===== config.mk =====
export PLATFORM = sky130hd
export DESIGN_NAME = neuron_seq
export DESIGN_NICKNAME = d
export VERILOG_FILES = /design/src/rtl/neuron_seq.sv
export SDC_FILE = /design/constraint.sdc
export NUM_CORES = 1
export LEC_CHECK = 0
export CAP_MARGIN = 40
export CORE_ASPECT_RATIO = 2
export CORE_MARGIN = 1
export CORE_UTILIZATION = 30
export CTS_BUF_LIST = sky130_fd_sc_hd__clkbuf_4 sky130_fd_sc_hd__clkbuf_8
export DETAILED_ROUTE_END_ITERATION = 7
export PLACE_DENSITY = 0.45
export SYNTH_ARGS = -nofsm -noshare
export SYNTH_HDL_FRONTEND = slang
export SYNTH_SLANG_ARGS = --single-unit

===== constraint.sdc =====
create_clock -name clk -period 7.2 [get_ports clk]
set_input_delay 1.08 -clock clk [delete_from_list [all_inputs] [get_ports clk]]
set_output_delay 1.08 -clock clk [all_outputs]
set_load 0.05 [all_outputs]

===== src/rtl/neuron_seq.sv =====
// neuron_seq: single fixed-point neuron. Multiplies N_IN signed Q1.6 samples by
// stored Q1.6 weights, accumulates, rescales, adds a bias, saturates to 8 bits
// and optionally applies ReLU.
//
// Ports
//   clk, rst             clock, synchronous active-high reset
//   cfg_we/cfg_bias      config write strobe; target is the bias (1) or weight[cfg_addr] (0)
//   cfg_addr, cfg_data   weight index and signed Q1.6 value
//   cfg_err              one-cycle pulse when a config write is rejected
//   in_valid/in_ready    sample handshake, in_data signed Q1.6
//   out_valid/out_ready  result handshake, out_data signed Q1.6, out_ovf saturation flag
//
// state | meaning
// IDLE  | waiting for the first sample; config writes allowed
// ACC   | accumulating samples 1..N_IN-1
// FIN   | rescale, add bias, saturate, register result
// OUT   | presenting result until out_ready
module neuron_seq #(
   parameter int N_IN = 8,
   parameter int FRAC = 6,
   parameter int RELU = 0,
   localparam int AW = (N_IN > 1) ? $clog2(N_IN) : 1
) (
   input  logic          clk,
   input  logic          rst,
   input  logic          cfg_we,
   input  logic          cfg_bias,
   input  logic [AW-1:0] cfg_addr,
   input  logic [7:0]    cfg_data,
   output logic          cfg_err,
   input  logic          in_valid,
   input  logic [7:0]    in_data,
   output logic          in_ready,
   output logic          out_valid,
   output logic [7:0]    out_data,
   output logic          out_ovf,
   input  logic          out_ready
);

   localparam int ACCW = 16 + $clog2(N_IN);

   typedef enum logic [1:0] {IDLE, ACC, FIN, OUT} state_t;

   state_t state, state_nx;

   logic signed [7:0]      weight [N_IN];
   logic signed [7:0]      bias;
   logic signed [ACCW-1:0] acc;
   logic [AW-1:0]          cnt;

   logic                   accept;
   logic                   last;
   logic                   cfg_ok;
   logic                   addr_bad;
   logic signed [15:0]     prod;
   logic signed [ACCW-1:0] prod_ext;
   logic signed [ACCW:0]   r_full;
   logic signed [7:0]      r_sat;
   logic                   r_ovf;
   logic signed [7:0]      r_fin;

   // state register
   always_ff @(posedge clk) begin
      if (rst) state <= IDLE;
      else     state <= state_nx;
   end

   // next-state logic
   always_comb begin
      state_nx = state;
      unique case (state)
         IDLE: if (accept) state_nx = (N_IN == 1) ? FIN : ACC;
         ACC:  if (accept && last) state_nx = FIN;
         FIN:  state_nx = OUT;
         OUT:  if (out_valid && out_ready) state_nx = IDLE;
         default: state_nx = IDLE;
      endcase
   end

   // outputs decoded from state
   always_comb begin
      in_ready = (state == IDLE) || (state == ACC);
   end

   assign accept   = in_valid && in_ready;
   assign last     = (32'(cnt) == N_IN - 1);
   // cnt is 0 in IDLE, so the same index serves the first product
   assign prod     = weight[cnt] * $signed(in_data);
   assign prod_ext = ACCW'(prod);

   // the address only matters for weight writes
   assign addr_bad = !cfg_bias && (32'(cfg_addr) >= N_IN);
   assign cfg_ok   = cfg_we && (state == IDLE) && !addr_bad;

   // one bit of headroom so the bias add cannot wrap before saturation
   assign r_full = (ACCW+1)'(acc >>> FRAC) + (ACCW+1)'(bias);

   always_comb begin
      r_sat = r_full[7:0];
      r_ovf = 1'b0;
      if (r_full > 127) begin
         r_sat = 8'sd127;
         r_ovf = 1'b1;
      end else if (r_full < -128) begin
         r_sat = -8'sd128;
         r_ovf = 1'b1;
      end
      r_fin = r_sat;
      if (RELU != 0 && r_sat[7]) r_fin = 8'sd0;
   end

   always_ff @(posedge clk) begin
      if (rst) begin
         for (int i = 0; i < N_IN; i++) weight[i] <= '0;
         bias      <= '0;
         acc       <= '0;
         cnt       <= '0;
         cfg_err   <= 1'b0;
         out_valid <= 1'b0;
         out_data  <= '0;
         out_ovf   <= 1'b0;
      end else begin
         cfg_err <= cfg_we && !cfg_ok;
         if (cfg_ok) begin
            if (cfg_bias) bias <= cfg_data;
            else          weight[cfg_addr] <= cfg_data;
         end

         if (state == IDLE && accept) begin
            acc <= prod_ext;
            cnt <= (N_IN == 1) ? '0 : AW'(1);
         end else if (state == ACC && accept) begin
            acc <= acc + prod_ext;
            cnt <= last ? '0 : cnt + AW'(1);
         end

         if (state == FIN) begin
            out_data <= r_fin;
            out_ovf  <= r_ovf;
         end

         // out_valid rises one cycle into OUT, giving a two-cycle result latency
         if (state == OUT) begin
            if (!out_valid)     out_valid <= 1'b1;
            else if (out_ready) begin
               out_valid <= 1'b0;
               cnt       <= '0;
            end
         end
      end
   end

endmodule

==> metrics.md, run 1 <==
| Metric | Value |
|---|---|
| Vias in the first global route | roughly 7000 |
| # clock sinks | between 100 and 150 |
| Post-Layout Inst Area | about 0.011 mm2 |
| Initial antenna violation count | 1 |
| Die Width | roughly 120 um |
| Commonest non-fill, non-tap cell in the layout | buf_4 |
| Mapped cell area | approximately 0.0088 mm2 |
| Die Ht | about 240 um |
| Share of cells above drive strength 1 | 21.9% |
| 1st-iter DRT viols | around 200 |
| Status | finished, final reports clean |
| Min-Delay Path Depth | 2 |
| Crit path top cell by count | buf_4 |
| Final Slew Violations | 0 |
| Clk buf depth | 2 |
| Slowest cell on crit path | fa_1 |
| Worst Tran Pin Value | 700 ps |
| Hold slack | about 470 ps |
| Share of the synthesized area in the top cell type | 21.9% |
| #FFs+latches synth | 107 |
| WL final | 24.0 mm |
| Endpoints failing hold | 0 |
| Nature of the critical path endpoint | flop |
| Max_slew headroom | around 53% |
| Startpoint types | flop |
| R2r worst-path depth | 29 |
| First-pass GRT wire length | approximately 38 mm |
| I/O pin count | 37 |
| Clock Skew | 14.3 ps |
| Gpl congestion | a little under 0.8 |
| # rows | slightly below 90 |
| Yosys top cell by area | edfxtp_1 |
| Initial Util | between 30% and 40% |
| Drt wl/cell | about 18 um |
| Post-Syn Instances | between 800 and 900 |
| Clock root buffer | clkbuf_8 |
| Critical path peak fanout | 8 |
| Largest cells by area after synthesis | edfxtp_1, fa_1, dfxtp_1, ha_1, and2_1 |
| Total grt overflow | 0 |
| Most used flip-flop cell after synthesis | edfxtp_1 |
| DRC errors left | 0 |
| Buffers on Ports | 36 |
| Vias/cell | 4.85 |
| Number of buffers created by CTS | 9 |
| DRT antenna net count | 0 |
| Max Clk Rate | between 100 and 150 MHz |
| Worst path required time | 7540 ps |
| Maxcap violations | 0 |
| Tcrit/Tclk final | a little over nine tenths |
| Worst hold path class | reg -> reg |
| Worst skew pair latency | ~410 ps |
| Initial DRT Pass Iterations | 7 |
| Clock Pin Slew Worst Setup and Hold Paths | approximately 120 ps |
| Total Nets Final | between 1000 and 1500 |
| Post-synth EDFFs | 64 |
| Post-Syn Nets | 1008 |
| Syn. warnings | 0 |
| Synth-to-Final Area Change | 25.0% |
| Pin count of the biggest net entering global routing | 32 |
| DP HPWL | about 20 mm |
| FFs w/ async S/R, synth | 0% |
| Synth unique cells | 68 |
| Final min period | slightly below 7000 ps |
| CTS tree | done |
| Final setup viols | 0 |
| Kind of critical path | reg -> reg |
| Core ar. | slightly below 0.03 mm2 |
| Most frequent cells in the layout | buf_4, inv_1, and2_1, edfxtp_1, nor2_1 |
| H-tree depth | 3 |
| All-Layer GR Usage | approximately 17% |
| Register area share after synthesis | 31.7% |
| Post-DP Area | 0.0104 mm2 |
| DR vias | 6648 |
| Die area | 0.0300 mm2 |
| Avg Cell Area, Syn | ~10 um2 |
| Crit-path max cell delay | 560 ps |
| WP data arrival | a little over 7000 ps |
critical path: cells and delay by family (launching register included):
kind / cells / cell delay, ps
buffers and inverters: 9 / 1020
and+or+nand+nor: 3 / 630
muxes: 2 / 730
adders and majority gates: 6 / 2660
DFF: 1 / 390
xor gates and xnor gates: 1 / 110
AOI/OAI and AO/OA: 8 / 1300
final cells by class:
cell class              count  area, um2
well taps                 360        450
clock buffers               9        124
inverters                 100        375
clock inverters             7       81.3
repair buffers            157       1370
multi-input cells         630       5790
flip-flops and latches    107       2790
diodes                      1       2.50
fillers                  2952      17900
state kept, by name (all words and copies together) (netlist names):
register,cells
out_ovf,1
cfg_err,1
acc,19
out_data,8
state,2
out_valid,1
bias,8
cnt,3
weight,64
repair_timing:
action | in CTS | in global routing
buffers inserted | 0 | 13
resized for setup | 8 | 46
endpoints found under the hold margin | 0 | 0
pin swaps | 0 | 37
hold buffers | 0 | 0
setup endpoints to repair | 1 | 4
routing by layer:
metal  share of wire (%)  track usage [%]  up-vias  routed length [um]
li1                    -                -     3267                   -
met1                  34             16.1     3282                8130
met2                  62             35.5       74               14900
met3                 1.7             1.87       25                 407
met4                 2.5             5.88        0                 599
met5                   0                0        -                   0
synth_stat cells, types with 18 or more instances:
master / count
a211oi_1: 18
a21oi_1: 34
and2_1: 76
dfxtp_1: 43
edfxtp_1: 64
fa_1: 57
ha_1: 68
inv_1: 100
nand2_1: 39
nor2_1: 61
nor2b_1: 40
xnor2_1: 23
final timing paths:
| path | start | end | slack [ps] |
|---|---|---|---|
| worst max register to register | cnt[0] | acc[18] | 270 |
| worst min-delay path | acc[2] | acc[2] | 470 |
| worst min register to register | acc[2] | acc[2] | 470 |
| worst max-delay path | cnt[0] | acc[18] | 270 |
cells by family after synthesis:
family          after synthesis  synth area share, %
flops                       107                 31.7
fa+ha+maj                   125                 22.7
compound gates              142                 12.3
buf+inv                     121                 5.40
mux                          34                 6.17
xor+xnor                     35                 3.49
simple gates                294                 18.3
per-stage QoR:
step                setup TNS, ps  instances  worst slack [ps]  util, %
detailed placement           -485       1341              -393     35.9
CTS                             0       1357              6.39     36.8
global route                -16.0       1371             -16.0     38.1
global placement             -414       1339              -329     35.8
floorplan                       0        858              54.1        -
finish                          0       1371               274     38.1
Power of run 1 is left out: the tool's default activity adds up to more than one toggle a clock period on the data nets, which glitch-free logic cannot reach.
==> run 2, diff against run 1 <==
ABC_AREA = 1   (was unset)
CTS_CLUSTER_DIAMETER = 200   (was unset)
==> metrics.md, run 2 <==
| Metric | Value |
|---|---|
| Most used flip-flop cell after synthesis | edfxtp_1 |
| Post-layout util | a little over a third |
| Post-Syn Instances | 1168 |
| # rows | just under 90 |
| DP HPWL | around 22 mm |
| Buffers on Ports | 36 |
| Most frequent cells after synthesis | nand2_1, nor2_1, inv_1, ha_1, edfxtp_1 |
| Failing checks | DRC |
| Filler cells | 3162 |
| Endpoints failing hold | 0 |
| I/O pin count | 37 |
| Layout Cells excl Fill | between 1500 and 2000 |
| Pin count of the biggest net entering global routing | 33 |
| Total grt overflow | 0 |
| # clock sinks | around 110 |
| Post-Syn Nets | around 1300 |
| CTS tree | done |
| Share of cells above drive strength 1 | about a tenth |
| Worst hold path class | reg -> reg |
| Clock root buffer | clkbuf_8 |
| Startpoint types | flop |
| Dpl cells | approximately 1600 |
| Die Width | around 130 um |
| Syn. warnings | 0 |
| 1st-iter DRT viols | approximately 350 |
| Max_slew headroom | between 60% and 70% |
| Vias/cell | 4.74 |
| Core ar. | between 0.02 and 0.03 mm2 |
| Top reg by flops | weight |
| Kind of critical path | reg -> reg |
| First-pass GRT wire length | 43.4 mm |
| Nature of the critical path endpoint | flop |
| Count leader, synth | nand2_1 |
| Maxcap violations | 0 |
| #FFs+latches synth | 107 |
| Clock Pin Slew Worst Setup and Hold Paths | 140 ps |
| Top Registers | weight: 64 flops, acc: 19 flops |
| Gpl congestion | 0.867 |
| Final Slew Violations | 0 |
| FFs w/ async S/R, synth | 0% |
| Max Clk Rate | about 150 MHz |
| Slowest cell on crit path | fa_1 |
| Final setup viols | 0 |
| Die area | 0.0311 mm2 |
| Die Ht | ~250 um |
| Total Nets Final | 1414 |
| Post-synth EDFFs | 64 |
| DR vias | 7739 |
| H-tree depth | 3 |
| Crit path top cell by count | nand2_1 |
| Hold slack | just under 500 ps |
| WL final | roughly 27 mm |
| Number of buffers created by CTS | 9 |
| DRC errors left | 4 |
| All-Layer GR Usage | a little under a fifth |
| Setup_tns | 0 ps |
| Max FFs per register | 64 |
| Final min period | between 6000 and 7000 ps |
| Synth unique cells | 50 |
| Initial DRT Pass Iterations | 7 |
| WP data arrival | 6940 ps |
| Yosys top cell by area | edfxtp_1 |
| Critical path peak fanout | 14 |
| Largest cells by area after synthesis | edfxtp_1, fa_1, dfxtp_1, ha_1, nand2_1 |
| Clock Skew | 27.3 ps |
| Worst Tran Pin Value | between 500 and 600 ps |
| Synth-to-Final Area Change | 16.6% |
| Initial antenna violation count | 0 |
| Crit Reg-Reg Startpoint | cnt[0] |
| Drt wl/cell | roughly 17 um |
| Crit-path max cell delay | between 500 and 600 ps |
| Share of the synthesized area in the top cell type | 21.1% |
| Setup repair after global routing missed its margin | false |
| DRT antenna net count | 0 |
| Hold_buf cts | 0 |
| Commonest non-fill, non-tap cell in the layout | nand2_1 |
| Mapped cell area | between 0.009 and 0.01 mm2 |
| Vias in the first global route | around 8200 |
| Clk buf depth | 2 |
| Beginning of the worst hold path | out_data[7] |
| Initial Util | 30.7% |
| Crit path launch | cnt[0] |
| Most frequent cells in the layout | nand2_1, nor2_1, inv_1, ha_1, buf_4 |
| Register area share after synthesis | about 30% |
| Tcrit/Tclk final | about nine tenths |
| Status | finished, violations left |
| Antenna cells | 0 |
| Worst path required time | about 7500 ps |
| Avg Cell Area, Syn | around 7.8 um2 |
| Worst skew pair latency | ~420 ps |
==> run 2: cell count changes after synthesis, sizes merged, moves of 10 or more <==
cell	delta
o221ai	+11
nand2b	-17
nor2b	-40
a21oi	+21
nor2	+147
a21o	-11
o21ai	+38
a211oi	-16
nand3	+58
inv	+94
and2	-76
nand4	+10
nand2	+186
mux4	-16
==> run 2: path summary, 6_finish.rpt <==
| kind | depth (start not counted) | endpoint | slack (ps) |
|---|---|---|---|
| worst min register to register | 2 | out_data[7] | 480 |
| worst max register to register | 34 | acc[18] | 590 |
| worst max-delay path | 34 | acc[18] | 590 |
| worst min-delay path | 2 | out_data[7] | 480 |
==> run 2: layout make-up <==
cell class                      count  area, um2  share of cell area, %
Timing Repair Buffer              106        918                   8.66
Inverter                          196        738                   6.96
Clock buffer                        9        124                   1.17
Clock inverter                      7       98.8                  0.933
Tap cell                          364        455                   4.30
Sequential cell                   107       2780                   26.3
Multi-Input combinational cell    844       5480                   51.7
==> run 2: through the flow <==
| stage | cell area, um2 | setup WS [ps] |
|---|---|---|
| global route | 10600 | 49.5 |
| CTS | 10600 | 346 |
| finish | 10600 | 587 |
| detailed placement | 10400 | 17.9 |
| global placement | 10300 | -48.7 |
| floorplan | 9090 | 1160 |
==> run 2: worst max-delay path: cells and delay by family, from the launching register on <==
family	cells	cell delay, ps
AOI/OAI and AO/OA	6	1240
adders and majority gates	6	2750
buffers and inverters	7	750
DFF	1	440
and+or+nand+nor	15	1290
==> run 2: kinds of logic (layout without fill, tap and decap cells) <==
kind of cell    after synthesis  after routing  share of synthesized area [%]
buf+inv                     217            318                           9.19
xor+xnor                     27             27                           2.68
flops                       107            107                           30.6
compound gates              153            153                           9.91
fa+ha+maj                   125            125                           21.9
simple gates                527            527                           24.4
mux                          12             12                           1.32
==> run 2: routing by layer <==
metal / global-route usage [%] / vias to the layer above / share of wire [%]
li1: - / 3950 / -
met5: 0 / - / 0
met1: 17.7 / 3614 / 35
met4: 11.9 / 0 / 6.3
met2: 37.2 / 120 / 56
met3: 1.93 / 55 / 2.1
==> run 2: what timing repair did <==
action / 4_1_cts / 5_1_grt
resized for setup: 0 / 5
hold endpoints to repair: 0 / 0
setup buffers: 0 / 0
setup endpoints to repair: 0 / 2
Power of run 2 is left out for the same reason.
==> run 3, diff against run 2 <==
HOLD_SLACK_MARGIN = 0.05   (was unset)
PLACE_DENSITY = 0.43   (was 0.45)
clock period = 6.4 ns   (was 7.2 ns; I/O delays follow)
==> metrics.md, run 3 (same netlist as run 2, synthesis figures left out) <==
| Metric | Value |
|---|---|
| Status | finished, final reports clean |
| Most frequent cells in the layout | nand2_1, nor2_1, inv_1, buf_4, edfxtp_1 |
| Slowest cell on crit path | fa_1 |
| Top reg by flops | weight |
| Place WS | -407 ps |
| Sequential cell area | between 0.002 and 0.003 mm2 |
| H-tree depth | 3 |
| Vias/cell | 4.77 |
| Clk buf depth | 2 |
| Kind of critical path | reg -> reg |
| Drt wl/cell | about 17 um |
| Beginning of the worst hold path | out_data[7] |
| Max Clk Rate | about 160 MHz |
| Clock Pin Slew Worst Setup and Hold Paths | between 100 and 150 ps |
| Antenna cells | 0 |
| CTS tree | done |
| 1st-iter DRT viols | roughly 220 |
| WL final | 28.7 mm |
| I/O pin count | 37 |
| # clock sinks | about 110 |
| Worst hold path class | reg -> reg |
| DR vias | slightly above 8000 |
| Initial DRT Pass Iterations | 6 |
| Clock root buffer | clkbuf_8 |
| Max FFs per register | between 60 and 70 |
| Min-Delay Path Depth | 2 |
| Hold_buf cts | 0 |
| R2r worst-path depth | 34 |
| Final Slew Violations | 0 |
| First-pass GRT wire length | 44.4 mm |
| Buffers on Ports | 36 |
| Maxcap violations | 0 |
| Final setup viols | 0 |
| Worst skew pair latency | approximately 430 ps |
| Die Ht | 248 um |
| Core ar. | 0.0296 mm2 |
| R2r setup slk | roughly 260 ps |
| Number of buffers created by CTS | 9 |
| Worst path required time | 6730 ps |
| DRC errors left | 0 |
| Setup repair after global routing missed its margin | true |
| FF-to-FF End | acc[18] |
| Multi-input logic area | 0.00621 mm2 |
| Pin count of the biggest net entering global routing | 28 |
| Worst hold endpoint | out_data[7] |
| Total grt overflow | 0 |
| All-Layer GR Usage | 19.1% |
| Synth-to-Final Area Change | 32.3% |
| Initial Util | 30.7% |
| # rows | 89 |
| Total Nets Final | roughly 1500 |
| Share of cells above drive strength 1 | 24.3% |
| Endpoints failing hold | 0 |
| Nature of the critical path endpoint | flop |
| Commonest non-fill, non-tap cell in the layout | nand2_1 |
| Post-DP Area | approximately 0.011 mm2 |
| Tcrit/Tclk final | 95.9% |
| WP data arrival | between 6000 and 7000 ps |
| Max_slew headroom | a little under three fifths |
| Top Registers | weight: 64 flops, acc: 19 flops |
| Post-Layout Inst Area | approximately 0.012 mm2 |
| Startpoint types | flop |
| Die area | 0.0311 mm2 |
| DP HPWL | approximately 23 mm |
| Vias in the first global route | between 8000 and 9000 |
| Clock Skew | approximately 19 ps |
| Final min period | a little over 6000 ps |
| Post-route setup slack | roughly 260 ps |
| Gpl congestion | 0.842 |
| Die Width | approximately 130 um |
| Filler cells | slightly above 3000 |
| Initial antenna violation count | 0 |
| Worst Tran Pin Value | ~650 ps |
| Crit-path max cell delay | around 550 ps |
| Critical path peak fanout | 7 |
| Crit Reg-Reg Startpoint | cnt[0] |
| DRT antenna net count | 0 |
[run 3: cell count changes in the layout (fill, tap and decap cells not counted), sizes merged]
cell      previous run  this run
buf                 70       150
clkbuf               9        11
inv                200       198
clkinv               3         4
clkinvlp             0         1
[run 3: layout make-up]
cell class	instances	area share (%)
multi-input combinational	844	51.6
sequential	107	23.2
clock inverter	7	0.562
inverter	196	6.26
tap	364	3.79
clock buffer	9	1.03
timing repair buffer	188	13.6
[run 3: metal layers]
layer  GRT usage (%)  part of all wire [%]
met1            17.5                    36
met5               0                     0
met4            13.1                   6.3
met2            38.8                    56
met3            2.15                   1.9
[run 3: metrics by stage]
stage          hold slack, ps  setup TNS, ps  util, %  instances
2_1_floorplan             445              0        -       1168
3_3_place_gp              455          -2150     36.6       1681
3_5_place_dp              457          -2430     36.7       1682
4_1_cts                   475              0     37.7       1699
5_1_grt                   508           -239     40.6       1715
6_report                  471              0     40.6       1715
[run 3: worst max-delay path by stage]
stage                          start  endpoint  slack (ps)
after floorplan               cnt[0]   acc[17]         360
after global placement    in_data[7]   acc[18]        -340
after detailed placement  in_data[2]   acc[18]        -410
after CTS                     cnt[0]   acc[17]         0.2
after global routing          cnt[0]   acc[17]        -100
final                         cnt[0]   acc[18]         260
[run 3: critical path: cells and delay by family (launching register included)]
family / cells / cell delay [ps]
flops: 1 / 450
simple gates: 15 / 1430
compound gates: 5 / 760
fa+ha+maj: 6 / 2670
buf+inv: 8 / 680
[run 3: timing repair]
action	CTS	global route
gates cloned	0	2
setup endpoints to repair	9	10
pin swaps	1	75
resized for setup	21	169
buffers inserted	1	15
hold endpoints to repair	0	0
Power of run 3 is left out for the same reason.
==> RTL edit: new RTL, config.mk and constraints of run 3 <==
Reset style: asynchronous (`rst`), changed in 2 clocked blocks. Comments in the files are not updated.
--- a/src/rtl/neuron_seq.sv
+++ b/src/rtl/neuron_seq.sv
@@ -62,3 +62,3 @@
    // state register
-   always_ff @(posedge clk) begin
+   always_ff @(posedge clk or posedge rst) begin
       if (rst) state <= IDLE;
@@ -111,3 +111,3 @@
 
-   always_ff @(posedge clk) begin
+   always_ff @(posedge clk or posedge rst) begin
       if (rst) begin
Formal check against the unedited RTL: differs if rst is asserted again (counterexample within 4 cycles, from zero or initial values and one cycle with rst high); with rst held inactive, the same outputs for 4 cycles.
==> RTL edit against run 3 <==
- the run now ends with design-rule violations left
- synthesized cell count grew 3.6%
- routed wire length rose by 1.3%
- worst setup slack got worse by 0.079 ns
- sequential share of layout area decreased by 0.83 points
- final area is 0.36% lower
- sequential cell count did not move
- synthesized area is 0.32% higher
- highest routed layer unchanged
Power is not shown: default switching activity piles up to over one toggle a cycle in this logic, so the estimate is an artifact.
==> RTL edit: results (changes against run 3) <==
The global-route usage over all layers is 0.194 (was 0.191). The number of warnings reported in the yosys synthesis log is 0 (unchanged). The remaining routing DRC violations is 1 (was 0). The number of stages on the worst hold path came out at 2 (unchanged). The met2 capacity usage during global routing came out at 0.395 (was 0.388). The launch point of the worst hold path is weight[14] (was out_data[7]).

The number of optimization iterations in the first detailed-route pass is 7 (was 6). Top flop regs: weight (64), acc (19) (unchanged). The half-perimeter wire length after placement came out at 23700 µm (was 23500 µm). The final-layout worst hold slack is 0.490 ns (was 0.471 ns). The final reports fail on design-rule violations. The met3 usage came out at 0.0213 (was 0.0215). The maximum number of pins on one net before global-route repair came out at 48 (was 28). The met1 usage in global routing is 0.188 (was 0.175). The post-route clock skew was 0.0171 ns (was 0.0189 ns). The routability congestion estimate is 0.873 (was 0.842). The overall routed net length came to 29000 µm (was 28700 µm). The path type of the worst min-delay path is register to register (unchanged). The post-synthesis sequential area ratio came to 0.294 (was 0.306).

The via density per instance is 4.78 (was 4.77). Top post-synthesis cells by count: nand2_1 (294), inv_1 (195), nor2_1 (126), o21ai_0 (126), dfrtp_1 (107) (was nand2_1 (212), nor2_1 (204), inv_1 (190), ha_1 (68), edfxtp_1 (64)). The endpoint of the worst hold-timing path was weight[14] (was out_data[7]). The number of antenna violations at the first check in global routing is 0 (unchanged).

The fraction of layout instances using a drive strength above 1 was 0.227 (was 0.243). The number of global-route vias before repair is 8715 (was 8586). The number of buffers between clock root and the deepest sink came out at 2 (unchanged).

The post-synthesis net count was 1361 (was 1318). The count of different cell masters after synthesis is 48 (was 50). The register-to-register setup slack was 0.18 ns (was 0.26 ns). The worst-skew pair later-pin latency is 0.42 ns. The antenna diode count was 0 (unchanged).

The end of the worst register-to-register path was acc[17] (was acc[18]). The post-CTS clock slew at the launch and capture registers of the worst setup and hold paths is 0.10 ns (was 0.12 ns). The number of clock buffers inserted by TritonCTS came to 9 (unchanged). The critical path launch point type was a register (unchanged). Outcome: complete, but fails checks (was finished, final reports clean).

The number of filler instances in the final layout was 3174 (was 3067). The CTS H-tree depth came out at 3 (unchanged). The relative max-transition margin is 0.433 (was 0.563). The number of nets in the final layout is 1529 (was 1496). The maximum fanout along the worst path is 8 (was 7). The highest cell delay on the worst timing path was 0.58 ns (was 0.55 ns). The first-iteration detailed-routing DRC count came to 261 (was 219). The global-route wire length before repair came out at 46200 µm (was 44400 µm). Synth top area cells: dfrtp_1 (29%), fa_1 (13%), nand2_1 (12%), ha_1 (9.5%), inv_1 (8.0%) (was edfxtp_1 (21%), fa_1 (13%), dfxtp_1 (9.5%), ha_1 (9.4%), nand2_1 (8.8%)). The cell count of the worst reg-to-reg path was 35 (was 34). The pre-CTS setup slack is -0.575 ns (was -0.407 ns). The async set-reset flop share out of synthesis is 1.00 (was 0). The root cell of the clock tree is clkbuf_8 (unchanged). The cell with the largest stage delay on the worst path is fa_2 (was fa_1). The number of buffers added on ports came out at 36 (unchanged). The worst reg2reg path startpoint is cnt[0] (unchanged).

The arrival time reported for the critical path endpoint is 6.57 ns (was 6.46 ns).
==> RTL edit: cell count changes after synthesis, moves of 8 or more <==
| cell | run 3 | this run |
|---|---|---|
| nand3_1 | 61 | 48 |
| nor2_1 | 204 | 126 |
| dfxtp_1 | 43 | 0 |
| nand2_1 | 212 | 294 |
| buf_2 | 7 | 16 |
| o21ai_0 | 45 | 126 |
| edfxtp_1 | 64 | 0 |
| a21oi_1 | 54 | 46 |
| dfrtp_1 | 0 | 107 |
==> RTL edit: area by class of cell <==
class | instances | share of cell area
clock buffers | 9 | 0.0103
well taps | 368 | 0.0384
flip-flops and latches | 107 | 0.224
multi-input cells | 878 | 0.529
repair buffers | 183 | 0.129
inverters | 199 | 0.0636
clock inverters | 6 | 0.00616
==> RTL edit: worst max-delay path by stage <==
stage,to,slack [ns]
2_1_floorplan,acc[18],0.23
3_3_place_gp,acc[16],-0.57
3_5_place_dp,acc[16],-0.57
4_1_cts,acc[14],0.0005
5_1_grt,acc[18],-0.13
6_report,acc[17],0.18
==> RTL edit: worst max-delay path, delay by kind of cell, from the launching register on <==
family	cells	cell delay [ns]
adders and majority gates	6	2.58
buffers and inverters	12	1.21
and+or+nand+nor	9	0.87
AOI/OAI and AO/OA	7	0.80
DFF	1	0.48
xor gates and xnor gates	1	0.21
==> RTL edit: metrics by stage <==
stage | area, µm² | std cells
after floorplan | 9120 | 1210
after global placement | 10800 | 1716
after detailed placement | 10800 | 1718
after CTS | 11400 | 1741
after global routing | 12000 | 1750
final | 12000 | 1750
==> RTL edit: routing by layer <==
layer | wire length [µm] | vias up
met3 | 528 | 60
met4 | 1510 | 0
met2 | 16800 | 98
met1 | 10200 | 3996
met5 | 0 | -
li1 | - | 4203
==> RTL edit: cell families after synthesis <==
kind of cell / Yosys count / synth area share
mux: 11 / 0.0121
simple gates: 502 / 0.225
buf+inv: 225 / 0.0952
flops: 107 / 0.294
fa+ha+maj: 126 / 0.220
compound gates: 218 / 0.135
xor+xnor: 21 / 0.0202
==> RTL edit: repair_timing <==
item                                   CTS  global route
pin swaps                               30            85
resized for setup                       68           130
buffers inserted                         8            12
setup endpoints to repair                9            11
endpoints found under the hold margin    0             0
